File: src/rtl/pipe_bypass_regs_if.sv
// Hazard/datapath bundle for the D/E/M/W pipeline register block.
// The master side drives fetch, hazard and datapath results; the slave side is the register block.
interface pipe_bypass_regs_if #(
  parameter int W = 32
);
  logic [W-1:0] ir_f;
  logic [W-1:0] pc_f;
  logic         delay;
  logic [2:0]   fwd_rsd;
  logic [2:0]   fwd_rtd;
  logic [2:0]   fwd_rse;
  logic [2:0]   fwd_rte;
  logic [2:0]   fwd_rtm;
  logic [W-1:0] rf_rs_d;
  logic [W-1:0] rf_rt_d;
  logic [W-1:0] alu_res_e;
  logic [W-1:0] dm_rdata_m;

  logic [W-1:0] ir_d;
  logic [W-1:0] ir_e;
  logic [W-1:0] ir_m;
  logic [W-1:0] ir_w;
  logic         pc_en;
  logic [W-1:0] rs_fwd_d;
  logic [W-1:0] rt_fwd_d;
  logic [W-1:0] rs_fwd_e;
  logic [W-1:0] rt_fwd_e;
  logic [W-1:0] rt_fwd_m;
  logic [4:0]   wa_w;
  logic [W-1:0] wd_w;
  logic         we_w;

  modport master (
    output ir_f, pc_f, delay, fwd_rsd, fwd_rtd, fwd_rse, fwd_rte, fwd_rtm,
           rf_rs_d, rf_rt_d, alu_res_e, dm_rdata_m,
    input  ir_d, ir_e, ir_m, ir_w, pc_en, rs_fwd_d, rt_fwd_d, rs_fwd_e,
           rt_fwd_e, rt_fwd_m, wa_w, wd_w, we_w
  );

  modport slave (
    input  ir_f, pc_f, delay, fwd_rsd, fwd_rtd, fwd_rse, fwd_rte, fwd_rtm,
           rf_rs_d, rf_rt_d, alu_res_e, dm_rdata_m,
    output ir_d, ir_e, ir_m, ir_w, pc_en, rs_fwd_d, rt_fwd_d, rs_fwd_e,
           rt_fwd_e, rt_fwd_m, wa_w, wd_w, we_w
  );
endinterface

File: src/rtl/pipe_bypass_regs.sv
// D/E/M/W pipeline registers of the 5-stage MIPS core with stall/bubble control,
// bypass muxes steered by the hazard unit, and write-back address/data decode.
module pipe_bypass_regs #(
  parameter int         W       = 32,
  parameter logic [4:0] RA_LINK = 5'd31
) (
  input  logic             clk,
  input  logic             reset_n,
  pipe_bypass_regs_if.slave bus
);

  localparam logic [5:0] OP_RTYPE = 6'b000000;
  localparam logic [5:0] OP_JAL   = 6'b000011;
  localparam logic [5:0] OP_ORI   = 6'b001101;
  localparam logic [5:0] OP_LUI   = 6'b001111;
  localparam logic [5:0] OP_LB    = 6'b100000;
  localparam logic [5:0] OP_LH    = 6'b100001;
  localparam logic [5:0] OP_LW    = 6'b100011;
  localparam logic [5:0] OP_LBU   = 6'b100100;
  localparam logic [5:0] OP_LHU   = 6'b100101;
  localparam logic [5:0] FN_JR    = 6'b001000;
  localparam logic [5:0] FN_JALR  = 6'b001001;

  logic [W-1:0] ir_d, pc_d;
  logic [W-1:0] ir_e, pc8_e, rs_e, rt_e;
  logic [W-1:0] ir_m, pc8_m, alu_m, st_m;
  logic [W-1:0] ir_w, pc8_w, alu_w, mem_w;

  logic [4:0]   wa;
  logic [W-1:0] wd;
  logic         we;
  logic         is_load_w;
  logic [5:0]   op_w, fn_w;
  logic [W-1:0] rs_byp_d, rt_byp_d;
  logic [W-1:0] rs_fwd_d, rt_fwd_d, rs_fwd_e, rt_fwd_e, rt_fwd_m;

  // D stage freezes while the hazard unit requests a stall.
  always_ff @(posedge clk or negedge reset_n) begin
    if (!reset_n) begin
      ir_d <= '0;
      pc_d <= '0;
    end else if (!bus.delay) begin
      ir_d <= bus.ir_f;
      pc_d <= bus.pc_f;
    end
  end

  always_ff @(posedge clk or negedge reset_n) begin
    if (!reset_n) begin
      ir_e  <= '0;
      pc8_e <= '0;
      rs_e  <= '0;
      rt_e  <= '0;
    end else if (bus.delay) begin
      ir_e  <= '0;
      pc8_e <= '0;
      rs_e  <= '0;
      rt_e  <= '0;
    end else begin
      ir_e  <= ir_d;
      pc8_e <= pc_d + W'(8);
      rs_e  <= rs_byp_d;
      rt_e  <= rt_byp_d;
    end
  end

  always_ff @(posedge clk or negedge reset_n) begin
    if (!reset_n) begin
      ir_m  <= '0;
      pc8_m <= '0;
      alu_m <= '0;
      st_m  <= '0;
      ir_w  <= '0;
      pc8_w <= '0;
      alu_w <= '0;
      mem_w <= '0;
    end else begin
      ir_m  <= ir_e;
      pc8_m <= pc8_e;
      alu_m <= bus.alu_res_e;
      st_m  <= rt_fwd_e;
      ir_w  <= ir_m;
      pc8_w <= pc8_m;
      alu_w <= alu_m;
      mem_w <= bus.dm_rdata_m;
    end
  end

  // Write-back destination and data decoded from the instruction in W.
  always_comb begin
    op_w      = ir_w[31:26];
    fn_w      = ir_w[5:0];
    wa        = 5'd0;
    is_load_w = 1'b0;
    case (op_w)
      OP_RTYPE: wa = (fn_w == FN_JR) ? 5'd0 : ir_w[15:11];
      OP_ORI, OP_LUI: wa = ir_w[20:16];
      OP_LB, OP_LBU, OP_LH, OP_LHU, OP_LW: begin
        wa        = ir_w[20:16];
        is_load_w = 1'b1;
      end
      OP_JAL: wa = RA_LINK;
      default: wa = 5'd0;
    endcase
    we = (wa != 5'd0);
    if (is_load_w)
      wd = mem_w;
    else if (op_w == OP_JAL || (op_w == OP_RTYPE && fn_w == FN_JALR))
      wd = pc8_w;
    else
      wd = alu_w;
  end

  // Register-file read through the write port, so same-cycle W writes are not lost.
  always_comb begin
    rs_byp_d = (we && wa == ir_d[25:21]) ? wd : bus.rf_rs_d;
    rt_byp_d = (we && wa == ir_d[20:16]) ? wd : bus.rf_rt_d;
  end

  always_comb begin
    case (bus.fwd_rsd)
      3'd1:    rs_fwd_d = wd;
      3'd2:    rs_fwd_d = pc8_m;
      3'd3:    rs_fwd_d = alu_m;
      3'd4:    rs_fwd_d = pc8_e;
      default: rs_fwd_d = rs_byp_d;
    endcase
    case (bus.fwd_rtd)
      3'd1:    rt_fwd_d = wd;
      3'd2:    rt_fwd_d = pc8_m;
      3'd3:    rt_fwd_d = alu_m;
      3'd4:    rt_fwd_d = pc8_e;
      default: rt_fwd_d = rt_byp_d;
    endcase
    case (bus.fwd_rse)
      3'd1:    rs_fwd_e = wd;
      3'd2:    rs_fwd_e = pc8_m;
      3'd3:    rs_fwd_e = alu_m;
      default: rs_fwd_e = rs_e;
    endcase
    case (bus.fwd_rte)
      3'd1:    rt_fwd_e = wd;
      3'd2:    rt_fwd_e = pc8_m;
      3'd3:    rt_fwd_e = alu_m;
      default: rt_fwd_e = rt_e;
    endcase
    rt_fwd_m = (bus.fwd_rtm == 3'd1) ? wd : st_m;
  end

  assign bus.ir_d     = ir_d;
  assign bus.ir_e     = ir_e;
  assign bus.ir_m     = ir_m;
  assign bus.ir_w     = ir_w;
  assign bus.pc_en    = ~bus.delay;
  assign bus.rs_fwd_d = rs_fwd_d;
  assign bus.rt_fwd_d = rt_fwd_d;
  assign bus.rs_fwd_e = rs_fwd_e;
  assign bus.rt_fwd_e = rt_fwd_e;
  assign bus.rt_fwd_m = rt_fwd_m;
  assign bus.wa_w     = wa;
  assign bus.wd_w     = wd;
  assign bus.we_w     = we;

endmodule
File: src/flat_wrapper.sv
// flat-port wrapper written by rule: the top's interface ports become plain ports
module pipe_bypass_regs_flat 
#(
  parameter int         W       = 32,
  parameter logic [4:0] RA_LINK = 5'd31
)
  (clk, reset_n, bus_ir_f, bus_pc_f, bus_delay, bus_fwd_rsd, bus_fwd_rtd, bus_fwd_rse, bus_fwd_rte, bus_fwd_rtm, bus_rf_rs_d, bus_rf_rt_d, bus_alu_res_e, bus_dm_rdata_m, bus_ir_d, bus_ir_e, bus_ir_m, bus_ir_w, bus_pc_en, bus_rs_fwd_d, bus_rt_fwd_d, bus_rs_fwd_e, bus_rt_fwd_e, bus_rt_fwd_m, bus_wa_w, bus_wd_w, bus_we_w);
  pipe_bypass_regs_if #(.W(W)) bus_i ();
  input  logic clk;
  input  logic reset_n;
  input wire logic [$bits(bus_i.ir_f)-1:0] bus_ir_f;
  input wire logic [$bits(bus_i.pc_f)-1:0] bus_pc_f;
  input wire logic [$bits(bus_i.delay)-1:0] bus_delay;
  input wire logic [$bits(bus_i.fwd_rsd)-1:0] bus_fwd_rsd;
  input wire logic [$bits(bus_i.fwd_rtd)-1:0] bus_fwd_rtd;
  input wire logic [$bits(bus_i.fwd_rse)-1:0] bus_fwd_rse;
  input wire logic [$bits(bus_i.fwd_rte)-1:0] bus_fwd_rte;
  input wire logic [$bits(bus_i.fwd_rtm)-1:0] bus_fwd_rtm;
  input wire logic [$bits(bus_i.rf_rs_d)-1:0] bus_rf_rs_d;
  input wire logic [$bits(bus_i.rf_rt_d)-1:0] bus_rf_rt_d;
  input wire logic [$bits(bus_i.alu_res_e)-1:0] bus_alu_res_e;
  input wire logic [$bits(bus_i.dm_rdata_m)-1:0] bus_dm_rdata_m;
  output wire logic [$bits(bus_i.ir_d)-1:0] bus_ir_d;
  output wire logic [$bits(bus_i.ir_e)-1:0] bus_ir_e;
  output wire logic [$bits(bus_i.ir_m)-1:0] bus_ir_m;
  output wire logic [$bits(bus_i.ir_w)-1:0] bus_ir_w;
  output wire logic [$bits(bus_i.pc_en)-1:0] bus_pc_en;
  output wire logic [$bits(bus_i.rs_fwd_d)-1:0] bus_rs_fwd_d;
  output wire logic [$bits(bus_i.rt_fwd_d)-1:0] bus_rt_fwd_d;
  output wire logic [$bits(bus_i.rs_fwd_e)-1:0] bus_rs_fwd_e;
  output wire logic [$bits(bus_i.rt_fwd_e)-1:0] bus_rt_fwd_e;
  output wire logic [$bits(bus_i.rt_fwd_m)-1:0] bus_rt_fwd_m;
  output wire logic [$bits(bus_i.wa_w)-1:0] bus_wa_w;
  output wire logic [$bits(bus_i.wd_w)-1:0] bus_wd_w;
  output wire logic [$bits(bus_i.we_w)-1:0] bus_we_w;
  assign bus_i.ir_f = bus_ir_f;
  assign bus_i.pc_f = bus_pc_f;
  assign bus_i.delay = bus_delay;
  assign bus_i.fwd_rsd = bus_fwd_rsd;
  assign bus_i.fwd_rtd = bus_fwd_rtd;
  assign bus_i.fwd_rse = bus_fwd_rse;
  assign bus_i.fwd_rte = bus_fwd_rte;
  assign bus_i.fwd_rtm = bus_fwd_rtm;
  assign bus_i.rf_rs_d = bus_rf_rs_d;
  assign bus_i.rf_rt_d = bus_rf_rt_d;
  assign bus_i.alu_res_e = bus_alu_res_e;
  assign bus_i.dm_rdata_m = bus_dm_rdata_m;
  assign bus_ir_d = bus_i.ir_d;
  assign bus_ir_e = bus_i.ir_e;
  assign bus_ir_m = bus_i.ir_m;
  assign bus_ir_w = bus_i.ir_w;
  assign bus_pc_en = bus_i.pc_en;
  assign bus_rs_fwd_d = bus_i.rs_fwd_d;
  assign bus_rt_fwd_d = bus_i.rt_fwd_d;
  assign bus_rs_fwd_e = bus_i.rs_fwd_e;
  assign bus_rt_fwd_e = bus_i.rt_fwd_e;
  assign bus_rt_fwd_m = bus_i.rt_fwd_m;
  assign bus_wa_w = bus_i.wa_w;
  assign bus_wd_w = bus_i.wd_w;
  assign bus_we_w = bus_i.we_w;
  pipe_bypass_regs #(.W(W), .RA_LINK(RA_LINK)) u_core (.clk(clk), .reset_n(reset_n), .bus(bus_i));
endmodule
File: config.mk
export PLATFORM = sky130hd
export DESIGN_NAME = pipe_bypass_regs_flat
export DESIGN_NICKNAME = d
export VERILOG_FILES = /design/src/rtl/pipe_bypass_regs_if.sv /design/src/rtl/pipe_bypass_regs.sv /design/src/flat_wrapper.sv
export SDC_FILE = /design/constraint.sdc
export NUM_CORES = 1
export LEC_CHECK = 0
export ABC_AREA = 0
export ABC_CLOCK_PERIOD_IN_PS = 4400
export CORE_UTILIZATION = 40
export CTS_CLUSTER_DIAMETER = 80
export DETAILED_ROUTE_END_ITERATION = 8
export GPL_ROUTABILITY_DRIVEN = 0
export PLACE_DENSITY_LB_ADDON = 0.05
export SLEW_MARGIN = 0
export SYNTH_ARGS = -nofsm -noshare
export SYNTH_HDL_FRONTEND = slang
export SYNTH_SLANG_ARGS = --single-unit
File: constraint.sdc
create_clock -name clk -period 4.4 [get_ports clk]
set_clock_uncertainty 0.05 [all_clocks]
set_input_delay 0.66 -clock clk [delete_from_list [all_inputs] [get_ports clk]]
set_output_delay 0.66 -clock clk [all_outputs]
set_load 0.01 [all_outputs]
Word-level counts from Yosys, hierarchy flattened. Cells that the tools add are included.

Bits in registers: 448. Bits in latches: 0. Bits in writable memories: 0. Memory bits (read-only): 0. Input port bits: 210. Output and inout port bits: 327. Memories: 0.

Add/sub/neg operators: 1. $mul: 0. Div/mod/pow operators: 0. $lt $le $gt $ge: 0. Eq/ne operators: 27. Shift operators: 0. Mux-type cells: 16. Bitwise gates (word level): 1. Reductions and logical operators: 8.

Operator list (number): $mux 32 (9); $pmux 32 s4 (2); $pmux 32 s3 (2); $add 32x4->32 const B (1); $eq 6x6->1 const B (5); $eq 3x2->1 const B (8); $eq 6x4->1 const B (4); $eq 3x1->1 const B (5); $pmux 5 s3 (1); $eq 5x5->1 (2); $reduce_or 7->1 (1); $eq 3x3->1 const B (2); $eq 6x2->1 const B (1); $logic_not 6->1 (1); $mux 5 (1); $reduce_bool 5->1 (1); $reduce_or 5->1 (1); $logic_and 1x1->1 (3); $logic_or 1x1->1 (1); $mux 1 (1); $not 1->1 (1).

Depth between registers and ports, before layout. Gate-level depths: netlist of the first run.

Word-level depth: 7. Gate-level depth with buffers: 10. Gate-level depth less buffers: 8.

Worst setup path after synthesis of the first run. No wires, ideal clock.

Path type: reg2out. From: register u_core.ir_w[31], in the netlist u_core.bus.ir_w[31]. To: output bus_rt_fwd_d[20]. Arrival: 2.926 ns. Setup slack: 0.764 ns. Cell stages (with the launch flop): 11. Path through: dfrtp_1 -> or4_1 -> nor3_2 -> a21boi_4 -> a221o_2 -> xnor2_1 -> and3_1 -> clkbuf_1 -> clkbuf_1 -> a211oi_1 -> nor3_1.

Longest elaborated chain between the ends: 7. Elaborated cells on any way between the ends: 22. Classes of those cells: eq/ne: 9; mux: 6; reduce/logical: 7.

Ends and longest elaborated chain: start, declared (line pipe_bypass_regs.sv:27) `logic [W-1:0] ir_w, pc8_w, alu_w, mem_w;`; start signal, assigned (line pipe_bypass_regs.sv:82) `ir_w <= ir_m;`; $eq 6x4->1 or $eq 6x6->1 (tied branches) (line pipe_bypass_regs.sv:95) `case (op_w)`; $reduce_or 7->1 (no source line); $pmux 5 s3 * (line pipe_bypass_regs.sv:95); named net bus_wa_w[2] (line flat_wrapper.sv:33) `output wire logic [$bits(bus_i.wa_w)-1:0] bus_wa_w;`; $eq 5x5->1 or $reduce_bool 5->1 (tied branches) (line pipe_bypass_regs.sv:117, pipe_bypass_regs.sv:105); $logic_and 1x1->1 * (line pipe_bypass_regs.sv:117) `rt_byp_d = (we && wa == ir_d[20:16]) ? wd : bus.rf_rt_d;`; $mux 32 * (line pipe_bypass_regs.sv:117); $pmux 32 s4 * (line pipe_bypass_regs.sv:128) `case (bus.fwd_rtd)`; end, declared (line flat_wrapper.sv:29) `output wire logic [$bits(bus_i.rt_fwd_d)-1:0] bus_rt_fwd_d;`.

Mark *: on every way through the listed nets, which the timed path passes. The rest lies on a longest branch.

Final worst setup path of the first run.
From: register u_core.ir_w[30], in the netlist u_core.bus.ir_w[30]. To: output bus_rs_fwd_d[21].

Longest elaborated chain between the ends: 7. Elaborated cells on any way between the ends: 22. Classes of those cells: eq/ne: 9; mux: 6; reduce/logical: 7.

Ends and longest elaborated chain: $eq 6x4->1 (tied with other cells) (line pipe_bypass_regs.sv:95); $reduce_or 7->1 (no source line) or $logic_and 1x1->1 (tied branches); $pmux 5 s3 or $logic_or 1x1->1 (tied branches) (line pipe_bypass_regs.sv:95, pipe_bypass_regs.sv:108); $eq 5x5->1 (tied with other cells) (line pipe_bypass_regs.sv:116) `rs_byp_d = (we && wa == ir_d[25:21]) ? wd : bus.rf_rs_d;`; $logic_and 1x1->1 or $mux 32 (tied branches) (line pipe_bypass_regs.sv:116, pipe_bypass_regs.sv:106); $mux 32 (line pipe_bypass_regs.sv:116); $pmux 32 s4 * (line pipe_bypass_regs.sv:121) `case (bus.fwd_rsd)`; end, declared (line flat_wrapper.sv:28) `output wire logic [$bits(bus_i.rs_fwd_d)-1:0] bus_rs_fwd_d;`.

Mark *: on every way between the ends. The rest lies on a longest branch, timed or not.

==> results.md, run 1 <==
### Detailed routing
- 8 — TritonRoute pass-1 iters
- 0 — number of design rule violations left after detail routing
- 5.74 — Vias per Instance
- 86600 um — WL final
- 2238 — drt first-iter violations
- 20000 — count of vias placed by the detailed router
- 0 — number of nets still failing antenna checks after routing
- 24.9 um — average wire per standard cell

### Critical path
- or4_4 -> nor3_4 -> a21boi_4 -> a221o_2 -> buf_6 -> nor4_4 -> buf_4 -> buf_6 -> a211oi_4 -> buf_6 -> buf_12 -> buf_6 -> a21oi_2 -> o221a_2 -> buf_6 — critical path cell sequence
- output pin — critical path endpoint category
- reg -> out — type of the worst setup path
- 8 — maximum fanout encountered on the critical timing path
- 0.99 ns — reg-to-reg slack, setup
- flop — type of origin of the critical path
- u_core.bus.ir_w[30]$_DFF_PN0_ — worst setup path startpoint
- u_core.bus.ir_w[30]$_DFF_PN0_ — reg2reg start
- 3.77 ns — Critical Path AT
- bus_rs_fwd_d[21] — worst setup path end
- sky130_fd_sc_hd__buf_6 — most used cell, CP
- 14 — length in cells of the worst reg-to-reg path
- u_core.rs_e[12]$_DFF_PN0_ — reg-to-reg critical path endpoint
- 3.69 ns — required time of the worst setup path
- 0.56 ns — delay of the slowest cell on the worst path
- sky130_fd_sc_hd__or4_4 — crit path max-delay cell type

### STA
- 20 — Final setup violation count
- -0.0773 ns — Worst Setup Slack, final
- 4.48 ns — minimum clock period after layout
- 1.00 ns — actual slew at the worst max-slew pin
- -0.783 ns — setup TNS
- 223 MHz — Fmax
- true — RSZ-0062 raised after global routing
- 0.124 ns — WHS
- 0 — Final Max Tran Viols
- 102% — period utilization
- 33.2% — Rel. slew slack
- 0 — Final Hold Violating Endpoints

### Clocking
- 0 — hold buffer count at cts
- 0.62 ns — Skew-Pair Late Insertion Delay
- 0.06 ns — clock-pin slew on the worst setup and hold paths
- sky130_fd_sc_hd__clkbuf_16 — CTS Root Buffer Type
- yes — clock tree from TritonCTS
- 3 — Max clock buf depth
- 448 — clock sink count
- 2 — Max H-tree Level
- 51 — clock buffer count from CTS

### Floorplan
- 537 — I/O Pins
- 231 um — die span in x
- 83 — Row Count
- 40.6% — starting utilization of the core area
- 53200 um^2 — area enclosed by the die boundary
- 51500 um^2 — area of the core
- 231 um — Die Ht

### Hold path
- in -> async — type of the tightest min-delay check

### Global routing
- 19300 — via count of the first global-routing pass
- 0 — remaining global-route overflow
- 8 — initial antenna violation count
- 126000 um — global-route wire length before repair
- 31.5% — overall track demand over capacity in global routing
- 122 — maximum number of pins on one net before global-route repair

### Status
- setup timing — violated checks
- finished, violations left — outcome

### Logic synthesis
- 448 — Synth Register Bits
- sky130_fd_sc_hd__dfrtp_1 — dominant synthesized flop cell
- 9.91 um^2 — Mapped Avg Cell Area
- 100% — async set-or-reset flop fraction in the synthesized netlist
- 0 — number of synthesized flops with an enable pin
- sky130_fd_sc_hd__dfrtp_1 — leading area contributor after synthesis
- sky130_fd_sc_hd__dfrtp_1, sky130_fd_sc_hd__a21oi_1, sky130_fd_sc_hd__o21ai_0 — most used standard cells in the synthesized netlist
- 2112 — post-synthesis instance total
- 20900 um^2 — combined area of all synthesized cells
- sky130_fd_sc_hd__dfrtp_1 — most common cell in the netlist
- 54 — Distinct cells, synth
- 53.6% — sequential fraction of the synthesis area
- sky130_fd_sc_hd__dfrtp_1, sky130_fd_sc_hd__a21oi_1, sky130_fd_sc_hd__mux2_2 — cells taking the most area after synthesis
- 53.6% — post-synth top area share
- 2323 — Net Count, Synth
- 0 — Yosys Warn Count

### Cells and area
- 2969 — Final #Nets
- 31400 um^2 — cell area after layout
- 23.0% — fraction of final layout cells sized beyond drive strength 1
- 50.2% — relative area change from synthesis to final layout

### Run
- 0 — count of max-cap constraint violations

### Placement
- 60400 um — final HPWL from detailed placement
- -0.0607 ns — dpl ws
- 27700 um^2 — Placed Area
- 536 — Port Buffer Count

### Pwr
- 399 nW/um^2 — PD cells
- 14.0 nW — Leak Pwr
- 0.350 mV — VDD IR-drop max

per-layer routing:
layer	vias up	global-route usage, %	routed length (um)
met2	1166	48.4	38800
met3	184	8.23	8950
met4	8	11.6	3170
met1	9822	42.9	35600
li1	8810	-	-
met5	-	0	51
worst max-delay path, delay by kind of cell (launching register included):
kind,cells,cell delay [ns]
AO/OA/AOI/OAI,5,1.07
AND/OR/NAND/NOR,3,0.75
flip-flops,1,0.37
buffers and inverters,7,0.96
report_power, final:
group          internal (mW)  switching (mW)
registers               4.43           0.255
clock network           2.86            1.81
logic                   1.51            1.66
cell families (layout without fill, tap and decap cells):
kind of cell | count (synthesis) | in the layout | share of synthesized area, %
adders and majority gates | 1 | 1 | 0.0598
xor gates and xnor gates | 36 | 36 | 1.51
other | 0 | 3 | 0
muxes | 118 | 118 | 6.16
DFF | 448 | 448 | 53.6
buffers and inverters | 231 | 918 | 4.32
and+or+nand+nor | 530 | 530 | 12.6
AOI/OAI and AO/OA | 748 | 748 | 21.8
metrics by stage:
| step | util (%) | std cells | power, mW |
|---|---|---|---|
| floorplan | - | 2112 | 5.87 |
| global placement | 53.7 | 3282 | 7.45 |
| detailed placement | 53.7 | 3282 | 7.49 |
| CTS | 59.5 | 3437 | 12.5 |
| global route | 61.0 | 3480 | 13.0 |
| finish | 61.0 | 3482 | 12.5 |
placed cells by master (no fill, tap or decap), drive strengths merged, types with 5 or more instances in the layout:
cell / count
a211oi: 46
a21oi: 288
a221o: 6
a22oi: 64
and3: 5
buf: 303
bufinv: 8
clkbuf: 76
clkdlybuf4s50: 373
clkinv: 14
dfrtp: 448
dlygate4sd2: 34
dlymetal6s2s: 50
inv: 53
mux2: 86
mux2i: 32
nand2: 121
nand2b: 6
nand3: 75
nand4: 6
nor2: 129
nor2b: 135
nor3: 21
nor4: 21
o21a: 31
o21ai: 209
o221a: 31
o22a: 30
o22ai: 32
xnor2: 12
xor2: 24
worst min path at each step:
stage	depth (start not counted)	endpoint	slack [ns]
global route	1	u_core.mem_w[10]$_DFF_PN0_	0.18
floorplan	0	u_core.alu_m[0]$_DFF_PN0_	0.31
detailed placement	0	u_core.bus.ir_w[16]$_DFF_PN0_	0.31
finish	1	u_core.mem_w[10]$_DFF_PN0_	0.12
global placement	0	u_core.bus.ir_m[7]$_DFF_PN0_	0.31
CTS	1	u_core.mem_w[10]$_DFF_PN0_	0.13
final cells by class:
| cell class | instances | area (um^2) |
|---|---|---|
| Multi-Input combinational cell | 1433 | 9620 |
| Tap cell | 680 | 851 |
| Inverter | 51 | 191 |
| Sequential cell | 448 | 11200 |
| Clock buffer | 70 | 1500 |
| Fill cell | 4371 | 20100 |
| Antenna cell | 3 | 7.51 |
| Clock inverter | 24 | 364 |
| Timing Repair Buffer | 773 | 7680 |
sequential cells by signal (all words and copies together) (netlist names):
register         count
u_core.bus.ir_d     32
u_core.bus.ir_m     32
u_core.bus.ir_e     32
u_core.pc_d         32
u_core.bus.ir_w     32
u_core.rt_e         32
u_core.alu_m        32
u_core.st_m         32
u_core.rs_e         32
u_core.alu_w        32
u_core.pc8_e        32
u_core.pc8_m        32
u_core.pc8_w        32
u_core.mem_w        32
timing repair:
action,4_1_cts,5_1_grt
pin swaps,62,42
buffers inserted,53,40
endpoints found under the setup margin,179,120
gates resized for setup,504,150
gates cloned,9,6
No activity file was read; power rests on OpenSTA's default activity.
==> run 2, diff against run 1 <==
--- a/config.mk
+++ b/config.mk
@@ -8,6 +8,7 @@
 export ABC_AREA = 0
 export ABC_CLOCK_PERIOD_IN_PS = 4400
 export CORE_UTILIZATION = 40
+export CTS_BUF_LIST = sky130_fd_sc_hd__clkbuf_2 sky130_fd_sc_hd__clkbuf_4 sky130_fd_sc_hd__clkbuf_8
 export CTS_CLUSTER_DIAMETER = 80
 export DETAILED_ROUTE_END_ITERATION = 8
 export GPL_ROUTABILITY_DRIVEN = 0
==> results.md, run 2 (synthesis gave the netlist of run 1 again) <==
### Status
- finished, violations left — outcome
- setup timing — violated checks

### Cells and area
- 4264 — fillers, -2.4%
- sky130_fd_sc_hd__dfrtp_1 — most common cell after layout, fill and taps aside
- 62.8% — utilization after layout, +1.8 points
- 32400 um^2 — cell area after layout, +3.0%
- 28.3% — fraction of final layout cells sized beyond drive strength 1, +5.3 points
- sky130_fd_sc_hd__dfrtp_1, sky130_fd_sc_hd__clkdlybuf4s50_1, sky130_fd_sc_hd__a21oi_1 — most frequent cells in the layout
- 3065 — Final #Nets, +3.2%
- 3595 — number of non-filler instances in the completed layout, +3.2%
- 54.6% — relative area change from synthesis to final layout

### Clocking
- 0.68 ns — Skew-Pair Late Insertion Delay, +0.06 ns
- 448 — clock sink count, unchanged
- 0 — hold buffer count at cts, unchanged
- 0.06 ns — clock-pin slew on the worst setup and hold paths, about the same
- yes — clock tree from TritonCTS
- 3 — Max H-tree Level, +1
- 3 — Max clock buf depth, unchanged
- 81 — clock buffer count from CTS, +59%
- sky130_fd_sc_hd__clkbuf_8 — CTS Root Buffer Type

### Floorplan
- 40.6% — starting utilization of the core area, unchanged
- 231 um — Die Ht, unchanged
- 231 um — die span in x, unchanged
- 51500 um^2 — area of the core, unchanged
- 537 — I/O Pins, unchanged
- 53200 um^2 — area enclosed by the die boundary, unchanged
- 83 — Row Count, unchanged

### Global routing
- 13 — initial antenna violation count, +5
- 32.7% — overall track demand over capacity in global routing, +1.1 points
- 122 — maximum number of pins on one net before global-route repair, unchanged
- 20100 — via count of the first global-routing pass, +4.0%
- 130000 um — global-route wire length before repair, +3.4%
- 0 — remaining global-route overflow, unchanged

### Hold path
- in -> async — type of the tightest min-delay check

### Critical path
- 0.78 ns — reg-to-reg slack, setup, -0.21 ns
- 3.81 ns — Critical Path AT, +0.04 ns
- reg -> out — type of the worst setup path
- flop — type of origin of the critical path
- or4_4 -> nor3_4 -> a21boi_4 -> a221o_2 -> xor2_4 -> or3_4 -> o21ai_4 -> buf_12 -> buf_8 -> buf_6 -> o221a_1 -> buf_6 — critical path cell sequence
- 5 — maximum fanout encountered on the critical timing path, -3
- sky130_fd_sc_hd__or4_4 — crit path max-delay cell type
- 3.69 ns — required time of the worst setup path, about the same
- 0.56 ns — delay of the slowest cell on the worst path, about the same
- output pin — critical path endpoint category
- sky130_fd_sc_hd__buf_6 — most used cell, CP

### Detailed routing
- 20700 — count of vias placed by the detailed router, +3.3%
- 5.74 — Vias per Instance, about the same
- 2424 — drt first-iter violations, +8.3%
- 0 — number of nets still failing antenna checks after routing, unchanged
- 6 — TritonRoute pass-1 iters, -2
- 90000 um — WL final, +4.0%
- 0 — number of design rule violations left after detail routing, unchanged
- 25.0 um — average wire per standard cell, +0.73%

### STA
- 32.9% — Rel. slew slack, -0.27 points
- 103% — period utilization, +1.0 points
- 0.0543 ns — WHS, -0.0697 ns
- 0 — Final Max Tran Viols, unchanged
- 0 — Final Hold Violating Endpoints, unchanged
- 221 MHz — Fmax, -0.99%
- 1.01 ns — actual slew at the worst max-slew pin, +0.00401 ns
- true — RSZ-0062 raised after global routing
- -0.122 ns — Worst Setup Slack, final, -0.0448 ns
- 4.52 ns — minimum clock period after layout, +0.0448 ns
- 52 — Final setup violation count, +160%

### Placement
- 536 — Port Buffer Count, unchanged
- 27700 um^2 — Placed Area, unchanged
- 3282 — cell count after placement, unchanged
- 60400 um — final HPWL from detailed placement, unchanged

### Run
- 0 — count of max-cap constraint violations, unchanged

### Pwr
- 379 nW/um^2 — PD cells, -4.9%
- 14.2 nW — Leak Pwr, +1.5%
- 0.241 mV — VDD IR-drop max, -31%

-- run 2: changes by cell type in the layout (fill, tap and decap cells not counted), moves of 19 or more --
cell                             delta
sky130_fd_sc_hd__clkbuf_8          +90
sky130_fd_sc_hd__clkbuf_16         -50
sky130_fd_sc_hd__buf_4             +28
sky130_fd_sc_hd__dlymetal6s2s_1    -27
sky130_fd_sc_hd__buf_6             +20
sky130_fd_sc_hd__clkbuf_4          +20
sky130_fd_sc_hd__dlygate4sd2_1     +19
-- run 2: stage by stage --
step                      total power [mW]  worst slack (ns)  TNS [ns]
after floorplan                       5.87             0.764         0
after global placement                7.45            0.0472         0
after detailed placement              7.49           -0.0607    -0.243
after CTS                             12.1            -0.219     -6.30
after global routing                  12.7            -0.246    -12.09
final                                 12.3            -0.122     -2.96
-- run 2: per-layer routing --
metal	vias up	GRT usage (%)	routed length, um
met4	8	13.7	3580
met5	-	0	46
met2	1294	50.0	40700
met1	10100	43.3	35800
li1	9020	-	-
met3	224	9.47	9890
-- run 2: report_power, final --
| part | internal (mW) | switching [mW] |
|---|---|---|
| Sequential | 4.43 | 0.259 |
| Combinational | 1.67 | 1.79 |
| Clock | 2.33 | 1.79 |
-- run 2: what timing repair did --
action / in CTS / in global routing
resized for setup: 620 / 188
hold endpoints to repair: 0 / 0
buffers inserted: 100 / 54
gates cloned: 16 / 9
setup endpoints to repair: 182 / 129
pin swaps: 77 / 90
-- run 2: layout make-up --
class                           instances  area [um^2]  share of cell area [%]
Antenna cell                            7         17.5                  0.0541
Inverter                               51          191                   0.591
Clock buffer                          123         1570                    4.84
Sequential cell                       448        11200                    34.6
Timing Repair Buffer                  839         8370                    25.9
Clock inverter                         14          121                   0.375
Multi-Input combinational cell       1433        10000                    31.0
Tap cell                              680          851                    2.63
-- run 2: worst max-delay path: cells and delay by family (launching register included) --
family,cells,cell delay (ns)
AO/OA/AOI/OAI,4,1.06
XOR/XNOR,1,0.10
buffers and inverters,4,0.47
flip-flops,1,0.38
AND/OR/NAND/NOR,3,1.12
-- run 2: final timing paths --
check                                              startpoint                           end  cells after the start
worst max register to register  u_core.bus.ir_w[29]$_DFF_PN0_     u_core.rs_e[12]$_DFF_PN0_                     16
min in group clk                 u_core.bus.ir_e[0]$_DFF_PN0_  u_core.bus.ir_m[0]$_DFF_PN0_                      0
worst min-delay path                                  reset_n    u_core.mem_w[10]$_DFF_PN0_                      1
worst max-delay path            u_core.bus.ir_w[29]$_DFF_PN0_              bus_rs_fwd_d[11]                     12
max in group asynchronous                             reset_n  u_core.bus.ir_m[1]$_DFF_PN0_                      2
worst min register to register   u_core.bus.ir_e[0]$_DFF_PN0_  u_core.bus.ir_m[0]$_DFF_PN0_                      0
